**src/rtl/reloj_pkg.sv**
```systemverilog
// rtl/reloj_pkg.sv - shared constants, state type and digit helpers for the clock bus scanner
package reloj_pkg;

    localparam logic [2:0] ADDR_US   = 3'd0;
    localparam logic [2:0] ADDR_DS   = 3'd1;
    localparam logic [2:0] ADDR_UM   = 3'd2;
    localparam logic [2:0] ADDR_DM   = 3'd3;
    localparam logic [2:0] ADDR_UH   = 3'd4;
    localparam logic [2:0] ADDR_DH   = 3'd5;
    localparam logic [2:0] ADDR_IDLE = 3'd7;

    localparam int NUM_DIGITS = 6;

    localparam logic [3:0] UNITS_MAX    = 4'd9;
    localparam logic [3:0] TENS_MAX     = 4'd5;
    localparam logic [3:0] DH_MAX       = 4'd2;
    localparam logic [3:0] UH_MAX_AT_20 = 4'd3;

    localparam int NIB_US = 0;
    localparam int NIB_DS = 1;
    localparam int NIB_UM = 2;
    localparam int NIB_DM = 3;
    localparam int NIB_UH = 4;
    localparam int NIB_DH = 5;

    typedef enum logic [2:0] {
        ST_IDLE   = 3'd0,
        ST_ADDR   = 3'd1,
        ST_WAIT   = 3'd2,
        ST_CAPT   = 3'd3,
        ST_VADDR  = 3'd4,
        ST_VWAIT  = 3'd5,
        ST_VCAPT  = 3'd6,
        ST_COMMIT = 3'd7
    } state_e;

    // Tens digits only carry as many bits as their range needs; the rest are forced low.
    function automatic logic [3:0] digit_mask(input logic [2:0] idx, input logic [3:0] raw);
        case (idx)
            ADDR_US, ADDR_UM, ADDR_UH: return raw;
            ADDR_DS, ADDR_DM:          return {1'b0, raw[2:0]};
            ADDR_DH:                   return {2'b00, raw[1:0]};
            default:                   return 4'd0;
        endcase
    endfunction

    // True when the snapshot is not a legal 24 h time.
    function automatic logic range_fault(input logic [23:0] s);
        logic [3:0] us, ds, um, dm, uh, dh;
        us = s[NIB_US*4 +: 4];
        ds = s[NIB_DS*4 +: 4];
        um = s[NIB_UM*4 +: 4];
        dm = s[NIB_DM*4 +: 4];
        uh = s[NIB_UH*4 +: 4];
        dh = s[NIB_DH*4 +: 4];
        return (us > UNITS_MAX) || (um > UNITS_MAX) || (uh > UNITS_MAX) ||
               (ds > TENS_MAX)  || (dm > TENS_MAX)  || (dh > DH_MAX)    ||
               ((dh == DH_MAX) && (uh > UH_MAX_AT_20));
    endfunction

endpackage

```
**src/rtl/reloj_display_mux.sv**
```systemverilog
// rtl/reloj_display_mux.sv - six-digit multiplexed display driver fed from the committed snapshot
module reloj_display_mux #(
    parameter int REFRESH_DIV = 1000
) (
    input  logic        clk,
    input  logic        rst_n,
    input  logic [23:0] snapshot,
    output logic [5:0]  an,
    output logic [3:0]  seg_digit
);
    import reloj_pkg::*;

    localparam int CW = $clog2(REFRESH_DIV);

    logic [CW-1:0] cnt_q, cnt_d;
    logic [5:0]    an_q, an_d;
    logic [3:0]    seg_q, seg_d;

    // Advance the slot counter; on wrap move to the next digit and latch its nibble alongside.
    always_comb begin
        cnt_d = cnt_q + CW'(1);
        an_d  = an_q;
        seg_d = seg_q;
        if (cnt_q == CW'(REFRESH_DIV - 1)) begin
            cnt_d = '0;
            an_d  = {an_q[4:0], an_q[5]};
            case (an_d)
                6'b000001: seg_d = snapshot[NIB_US*4 +: 4];
                6'b000010: seg_d = snapshot[NIB_DS*4 +: 4];
                6'b000100: seg_d = snapshot[NIB_UM*4 +: 4];
                6'b001000: seg_d = snapshot[NIB_DM*4 +: 4];
                6'b010000: seg_d = snapshot[NIB_UH*4 +: 4];
                6'b100000: seg_d = snapshot[NIB_DH*4 +: 4];
                default:   seg_d = 4'd0;
            endcase
        end
    end

    // Display state registers.
    always_ff @(posedge clk) begin
        if (!rst_n) begin
            cnt_q <= '0;
            an_q  <= 6'b000001;
            seg_q <= 4'd0;
        end else begin
            cnt_q <= cnt_d;
            an_q  <= an_d;
            seg_q <= seg_d;
        end
    end

    assign an        = an_q;
    assign seg_digit = seg_q;

endmodule

```
**src/rtl/reloj_bus_scanner.sv**
```systemverilog
// rtl/reloj_bus_scanner.sv - sweeps the clock read bus, rejects torn reads, commits coherent snapshots
module reloj_bus_scanner #(
    parameter int BUS_LAT     = 1,
    parameter int MAX_RETRY   = 3,
    parameter int REFRESH_DIV = 1000
) (
    input  logic        clk,
    input  logic        rst_n,
    output logic [2:0]  direccion,
    input  logic [3:0]  bus_in,
    input  logic        cont,
    input  logic        snap_req,
    output logic        snap_ack,
    output logic        snap_valid,
    output logic [23:0] snapshot,
    output logic        snap_err,
    output logic [5:0]  an,
    output logic [3:0]  seg_digit
);
    import reloj_pkg::*;

    localparam int RW = (MAX_RETRY < 1) ? 1 : $clog2(MAX_RETRY + 1);

    state_e        state_q, state_d;
    logic [2:0]    idx_q, idx_d;
    logic [1:0]    wait_q, wait_d;
    logic [RW-1:0] retry_q, retry_d;
    logic          exhaust_q, exhaust_d;
    logic [23:0]   shadow_q, shadow_d;
    logic [2:0]    dir_q, dir_d;
    logic [23:0]   snap_q, snap_d;
    logic          ack_q, ack_d;
    logic          valid_q, valid_d;
    logic          err_q, err_d;
    logic          pending_q, pending_d;
    logic          armed_q, armed_d;

    logic          sweep_start;
    logic          commit;
    logic          ack_now;
    logic          req_new;

    // Sweep sequencer, torn-read check and commit, plus request bookkeeping.
    always_comb begin
        state_d     = state_q;
        idx_d       = idx_q;
        wait_d      = wait_q;
        retry_d     = retry_q;
        exhaust_d   = exhaust_q;
        shadow_d    = shadow_q;
        dir_d       = dir_q;
        snap_d      = snap_q;
        valid_d     = 1'b0;
        err_d       = err_q;
        sweep_start = 1'b0;
        commit      = 1'b0;

        case (state_q)
            ST_IDLE: begin
                if (cont || (snap_req && !ack_q)) begin
                    state_d     = ST_ADDR;
                    idx_d       = 3'd0;
                    sweep_start = 1'b1;
                end
            end
            ST_ADDR: begin
                state_d = ST_WAIT;
                wait_d  = 2'd0;
            end
            ST_WAIT: begin
                if (wait_q == 2'(BUS_LAT - 1)) state_d = ST_CAPT;
                else                           wait_d  = wait_q + 2'd1;
            end
            ST_CAPT: begin
                shadow_d[idx_q*4 +: 4] = digit_mask(idx_q, bus_in);
                if (idx_q == 3'(NUM_DIGITS - 1)) begin
                    state_d = ST_VADDR;
                end else begin
                    idx_d   = idx_q + 3'd1;
                    state_d = ST_ADDR;
                end
            end
            ST_VADDR: begin
                state_d = ST_VWAIT;
                wait_d  = 2'd0;
            end
            ST_VWAIT: begin
                if (wait_q == 2'(BUS_LAT - 1)) state_d = ST_VCAPT;
                else                           wait_d  = wait_q + 2'd1;
            end
            ST_VCAPT: begin
                // A units-of-seconds change since the first read means the sweep straddled a rollover.
                if (bus_in != shadow_q[NIB_US*4 +: 4]) begin
                    if (retry_q == RW'(MAX_RETRY)) begin
                        exhaust_d = 1'b1;
                        state_d   = ST_COMMIT;
                    end else begin
                        retry_d = retry_q + 1'b1;
                        idx_d   = 3'd0;
                        state_d = ST_ADDR;
                    end
                end else begin
                    state_d = ST_COMMIT;
                end
            end
            ST_COMMIT: begin
                commit    = 1'b1;
                snap_d    = shadow_q;
                valid_d   = 1'b1;
                err_d     = exhaust_q | range_fault(shadow_q);
                retry_d   = '0;
                exhaust_d = 1'b0;
                if (cont) begin
                    state_d     = ST_ADDR;
                    idx_d       = 3'd0;
                    sweep_start = 1'b1;
                end else begin
                    state_d = ST_IDLE;
                end
            end
            default: state_d = ST_IDLE;
        endcase

        // direccion is registered and changes only when a new address phase begins or the bus goes idle.
        case (state_d)
            ST_ADDR:  dir_d = idx_d;
            ST_VADDR: dir_d = ADDR_US;
            ST_IDLE:  dir_d = ADDR_IDLE;
            default:  dir_d = dir_q;
        endcase

        // A request is served only by a sweep that began after it was seen; the tail of an
        // already-acknowledged request never re-arms.
        ack_now = commit && armed_q && snap_req;
        ack_d   = ack_now;
        req_new = snap_req && !ack_q && !ack_now;
        armed_d = armed_q && snap_req && !commit;
        if (sweep_start) armed_d = (pending_q && snap_req) || req_new;
        pending_d = req_new && !armed_d && (state_d != ST_IDLE);
    end

    // Scanner state registers.
    always_ff @(posedge clk) begin
        if (!rst_n) begin
            state_q   <= ST_IDLE;
            idx_q     <= 3'd0;
            wait_q    <= 2'd0;
            retry_q   <= '0;
            exhaust_q <= 1'b0;
            shadow_q  <= 24'd0;
            dir_q     <= ADDR_IDLE;
            snap_q    <= 24'd0;
            ack_q     <= 1'b0;
            valid_q   <= 1'b0;
            err_q     <= 1'b0;
            pending_q <= 1'b0;
            armed_q   <= 1'b0;
        end else begin
            state_q   <= state_d;
            idx_q     <= idx_d;
            wait_q    <= wait_d;
            retry_q   <= retry_d;
            exhaust_q <= exhaust_d;
            shadow_q  <= shadow_d;
            dir_q     <= dir_d;
            snap_q    <= snap_d;
            ack_q     <= ack_d;
            valid_q   <= valid_d;
            err_q     <= err_d;
            pending_q <= pending_d;
            armed_q   <= armed_d;
        end
    end

    assign direccion  = dir_q;
    assign snapshot   = snap_q;
    assign snap_ack   = ack_q;
    assign snap_valid = valid_q;
    assign snap_err   = err_q;

    reloj_display_mux #(
        .REFRESH_DIV (REFRESH_DIV)
    ) u_display (
        .clk       (clk),
        .rst_n     (rst_n),
        .snapshot  (snap_q),
        .an        (an),
        .seg_digit (seg_digit)
    );

endmodule

```
**config.mk**
```make
export PLATFORM = sky130hd
export DESIGN_NAME = reloj_bus_scanner
export DESIGN_NICKNAME = d
export VERILOG_FILES = /design/src/rtl/reloj_pkg.sv /design/src/rtl/reloj_display_mux.sv /design/src/rtl/reloj_bus_scanner.sv
export SDC_FILE = /design/constraint.sdc
export NUM_CORES = 1
export LEC_CHECK = 0
export BUFFER_PORTS_ARGS = -buffer_cell sky130_fd_sc_hd__buf_2
export CELL_PAD_IN_SITES_DETAIL_PLACEMENT = 0
export CELL_PAD_IN_SITES_GLOBAL_PLACEMENT = 1
export CORE_MARGIN = 10
export CORE_UTILIZATION = 40
export DETAILED_ROUTE_END_ITERATION = 10
export PLACE_DENSITY_LB_ADDON = 0.2
export SLEW_MARGIN = 20
export SYNTH_ARGS = -nofsm -noshare
export SYNTH_HDL_FRONTEND = slang
export SYNTH_SLANG_ARGS = --single-unit
```
**constraint.sdc**
```tcl
create_clock -name clk -period 3.1 [get_ports clk]
set_clock_uncertainty 0.05 [all_clocks]
set_input_delay 0.62 -clock clk [delete_from_list [all_inputs] [get_ports clk]]
set_output_delay 0.62 -clock clk [all_outputs]
set_load 0.05 [all_outputs]
```
Yosys cells after proc, flatten, opt, wreduce, memory -nomap -nowiden:

Cells that the tools add are included.

* add/subtract/negate cells: 5
* order comparisons: 7
* equality and inequality tests: 28
* shift-type cells: 2
* multiplexer cells: 32
* bitwise logic cells: 2
* reduce and logical (&&, ||, !) cells: 38

Operators by type and width (count)
* 5-bit negation with 34-bit output: 1
* 4-bit by 34-bit variable shift with 24-bit output (first input constant): 1
* 4-bit by 34-bit variable part select with 24-bit output: 1
* 3-bit 2-to-1 mux: 11
* 24-bit bitwise mux: 1
* 3-bit case mux with 8 select lines: 1
* 4-bit case mux with 6 select lines: 1
* 3-bit equality test (second input constant): 7
* 3-bit by 2-bit equality test with 1-bit output (second input constant): 4
* 4-bit > comparator (second input constant): 3
* 3-bit case mux with 4 select lines: 1
* 4-bit case mux with 3 select lines: 1
* 10-bit by 1-bit adder with 10-bit output (second input constant): 1
* 10-bit equality test (second input constant): 1
* 1-bit logical AND: 10
* 3-bit by 1-bit equality test with 1-bit output (second input constant): 3
* 3-bit logical NOT: 3
* 3-bit case mux with 3 select lines: 1
* 4-bit by 2-bit > comparator with 1-bit output (second input constant): 2
* 4-bit by 3-bit > comparator with 1-bit output (second input constant): 2
* 1-bit logical OR: 8
* 2-bit != test (second input constant): 4
* 2-bit case mux with 2 select lines: 2
* 2-bit OR reduction: 4
* other kinds (24): 40

* register bits: 87
* output and inout port bits: 40
* word-level logic and storage cells: 130

Logic depth before layout (Yosys ltp):

* depth after elaboration: 11
* depth in mapped cells: 9
* mapped depth without buffers: 8

Modules after synthesis:

A second synthesis with hierarchy kept.

* cell total of the unflattened synthesis: 502
* area total of the unflattened synthesis: 4085.2 µm²

Modules (own cells, without submodules)
* reloj_bus_scanner: instances 1, cells an instance 388, area an instance 3084.2 µm²
* reloj_display_mux: instances 1, cells an instance 114, area an instance 1001.0 µm²

Worst setup path before layout:

OpenSTA, ideal clock, no wires.

* kind: reg-to-reg
* from: reg idx_q[0]
* to: reg shadow_q[16]
* library setup time: 0.065 ns
* data arrival time: 2.239 ns
* required time: 2.985 ns
* setup slack: 0.746 ns
* stages on the path, launching flop included: 10
* path buffers: 1
* clock period less this slack: 2.354 ns
* cells stage by stage: dfxtp_1 -> inv_1 -> ha_1 -> ha_1 -> or4b_4 -> or3_1 -> buf_2 -> nor4_1 -> a21oi_1 -> nor2_1

* word-level cells in the longest chain between the ends: 6
* elaborated cells on any way between the ends: 14

RTL lines
* start: declaration: RTL line reloj_bus_scanner.sv:25 `logic [2:0] idx_q, idx_d;`
* start signal: assignment: RTL line reloj_bus_scanner.sv:160 `idx_q <= idx_d;`
* 3-bit by 2-bit equality test with 1-bit output (tied with other cells): RTL line reloj_pkg.sv:39 `case (idx)`
* 3-bit OR reduction or 2-bit OR reduction (tied branches): RTL line reloj_pkg.sv:39
* 4-bit case mux with 3 select lines: RTL line reloj_pkg.sv:39
* 4-bit 2-to-1 mux: RTL line reloj_bus_scanner.sv:58 `case (state_q)`
* 4-bit by 34-bit variable part select with 24-bit output: RTL line reloj_bus_scanner.sv:75 `shadow_d[idx_q*4 +: 4] = digit_mask(idx_q, bus_in);`
* 24-bit bitwise mux *: RTL line reloj_bus_scanner.sv:75
* end signal: assignment: RTL line reloj_bus_scanner.sv:164 `shadow_q <= shadow_d;`
* end: declaration: RTL line reloj_bus_scanner.sv:29 `logic [23:0] shadow_q, shadow_d;`

Mark *: on every way between the ends. The rest lies on a longest branch, timed or not. The select of a mux whose other input is x is not followed.
A chain may end at the register's enable or synchronous reset.

Worst setup path in the final report:

* from: reg idx_q[1]
* to: reg shadow_q[16]

The elaborated chain is that of the path after synthesis.

==> parameters.txt <==
Parameter                              Value

Timing
  Max Slew Vio Count    0
  Unrepaired setup endpoints after global routing    no
  Max-Slew Margin vs Limit    49.7%
  Final Cycle Share    79.5%
  Final Hold Fails    0
  Setup-violating endpoint count in the final report    0
  Worst slew pin tran    0.746 ns
  Setup TNS    0 ns
  Post-route minimum period    2.46 ns
  FMAX    406 MHz

Die
  Total core area    9680 sq um
  Area of the die    14200 sq um
  Die Y    119 um
  Count of pins on the block boundary    48
  Number of cell rows    36
  Initial Util    between 40% and 50%
  Horizontal extent of the die    between 100 and 150 um

Pwr
  Leak    about 1.7 nW
  Max IR drop VDD    0.000210 V
  Power per Cell Area    about 480 nW/um^2
  Total chip power    0.00217 W

Synthesis
  Average footprint of a synthesized cell    between 8 and 9 sq um
  Proportion of synthesized flip-flops having asynchronous set or reset    0%
  Area fraction of the dominant cell type after synthesis    between 40 and 50%
  Sequential area share after synthesis    between 40% and 50%
  Ranking of synthesized cells by area    dfxtp_1 (44%), a21oi_1 (7.3%), nor2_1 (6.3%)
  Post-synthesis cell area    3930 sq um
  Prevailing post-synth register cell    dfxtp_1
  Count of flip-flops with a built-in enable after synthesis    0
  Ys Warns    0
  Synth area leader    dfxtp_1
  Unique masters post-synth    between 50 and 60
  Cell count after synthesis    approximately 480
  Post-synthesis register bit count    87
  Net Count, Synth    495

Setup path
  Crit path max fanout    7
  Arrival time worst endpoint    around 2.7 ns
  CP Launch Point    idx_q[1]$_SDFF_PN0_
  Worst R2R Start    idx_q[1]$_SDFF_PN0_
  Required time of the critical path    3.35 ns
  Critical path launch point type    flop
  Capturing element type of the critical path    flop
  Setup CP Type    reg2reg

Global route
  Maximum number of pins on one net before global-route repair    40
  First-pass GRT wire length    17600 um
  Global-route usage over all layers    15.1%
  Via count of the first global-routing pass    3385
  GRT overflow    0
  Antenna violations before repair    0

Worst hold path
  Worst hold path startpoint    u_display.cnt_q[0]$_SDFF_PP0_
  Min-delay worst type    reg2reg

Final layout
  Relative area change from synthesis to final layout    14.3%
  Commonest non-fill, non-tap cells in the layout    dfxtp_1 (87), nor2_1 (66), nand2_1 (61)
  Ratio of cells with drive above 1 in the final layout    14.9%
  Cell area after layout    4500 sq um
  Final Net Count    535
  # diodes    0
  Most common cell after layout, fill and taps aside    dfxtp_1

Clock tree
  Hold_buf cts    0
  Post CTS Setup Buffer Count    0
  Cell chosen for the clock root    clkbuf_8
  CTS Buffer Depth    2
  Post-CTS clock slew at the launch and capture registers of the worst setup and hold paths    ~0.090 ns
  Number of cells upsized or downsized after cts    0
  H-tree depth    3
  Later-pin clock latency in the skew report    ~0.36 ns
  CTS tree    yes
  Clock buffer count from CTS    9
  TritonCTS Sinks    87

Detailed routing
  Pre-antenna DRT Iters    5
  Routed Wire Length    10400 um
  Number of nets with antenna violations after routing    0
  Wire length per cell    15.8 um
  Violation count after the first detailed-route iteration    between 200 and 250
  Detail-routed via count per cell    5.28
  Number of DRC violations after detailed routing    0
  Number of vias in the routed layout    3468

Outcome
  Run status    completed

Place
  I/O Buffers    47
  Placed inst area    4300 sq um
  Placed wire-length estimate after detailed placement    slightly below 8000 um
  RD Place Congestion    0.838

Job
  Number of max-cap violations    0
==> sequential cells by signal, summed over array words and instances, names as in the netlist <==
register and cells:
u_display.an 6, shadow_q 24, retry_q 2, pending_q 1
snap_err 1, armed_q 1, snapshot 24, u_display.seg_digit 4
u_display.cnt_q 10, exhaust_q 1, idx_q 3, direccion 3
snap_valid 1, snap_ack 1, wait_q 2, state_q 3
==> metrics by stage <==
| stage | setup WS [ns] | cells | hold WS [ns] | utilization [%] |
|---|---|---|---|---|
| 2_1_floorplan | 0.746 | 479 | 0.363 | - |
| 3_3_place_gp | 0.735 | 641 | 0.376 | 44.4 |
| 3_5_place_dp | 0.684 | 641 | 0.386 | 44.4 |
| 4_1_cts | 0.654 | 657 | 0.400 | 46.4 |
| 5_1_grt | 0.419 | 657 | 0.432 | 46.4 |
| 6_report | 0.635 | 657 | 0.395 | 46.4 |
==> cell type report <==
class,instances,area (sq um)
clock inverter,4,55.1
inverter,15,56.3
multi-input combinational,352,2030
fill,1008,5190
sequential,87,1740
clock buffer,12,145
tap,133,166
timing repair buffer,54,300
==> cell usage after synthesis, types with 6 or more instances <==
cell	n
mux2i_1	20
nand2_1	61
dfxtp_1	87
ha_1	8
clkbuf_1	19
nor2_1	66
a21oi_1	57
nand3_1	10
nor3_1	9
nor3b_1	7
o21ai_0	18
xnor2_1	6
a22oi_1	13
nand4_1	8
inv_1	14
==> path summary, 6_finish.rpt <==
| kind | endpoint | slack, ns | cells past startpoint |
|---|---|---|---|
| setup / recovery | shadow_q[16]$_SDFFE_PN0P_ | 0.64 | 8 |
| hold / removal | u_display.cnt_q[0]$_SDFF_PP0_ | 0.40 | 1 |
| setup reg to reg | shadow_q[16]$_SDFFE_PN0P_ | 0.64 | 8 |
| hold reg to reg | u_display.cnt_q[0]$_SDFF_PP0_ | 0.40 | 1 |
==> critical path: stages, from the launching register on <==
cell     delay [ns]
dfxtp_1        0.39
inv_1          0.10
ha_1           0.21
ha_1           0.25
or4b_4         0.59
or3_1          0.44
nor4_1         0.22
a21oi_1        0.07
nor2_1         0.08
==> where the power goes <==
group	switching [W]	internal [W]	total [W]
Clock	0.000410	0.000398	0.000808
Sequential	0.0000312	0.00114	0.00117
Combinational	0.000129	0.0000601	0.000189
Total	0.000570	0.00160	0.00217
==> per-layer routing <==
layer,part of all wire (%),vias up,global-route usage (%)
met1,46,1637,18.7
met5,0,-,0
met4,1.1,0,5.42
met3,4.0,9,3.64
met2,49,54,25.0
li1,-,1768,-
==> logic make-up after synthesis <==
| group | count (synthesis) | share of synthesized area, % |
|---|---|---|
| AOI/OAI and AO/OA | 114 | 17.1 |
| xor gates and xnor gates | 10 | 2.23 |
| adders and majority gates | 8 | 2.54 |
| buffers and inverters | 40 | 4.04 |
| DFF | 87 | 44.3 |
| muxes | 21 | 5.38 |
| and+or+nand+nor | 199 | 24.4 |
Note: power is estimated with default switching activity, not from simulation.
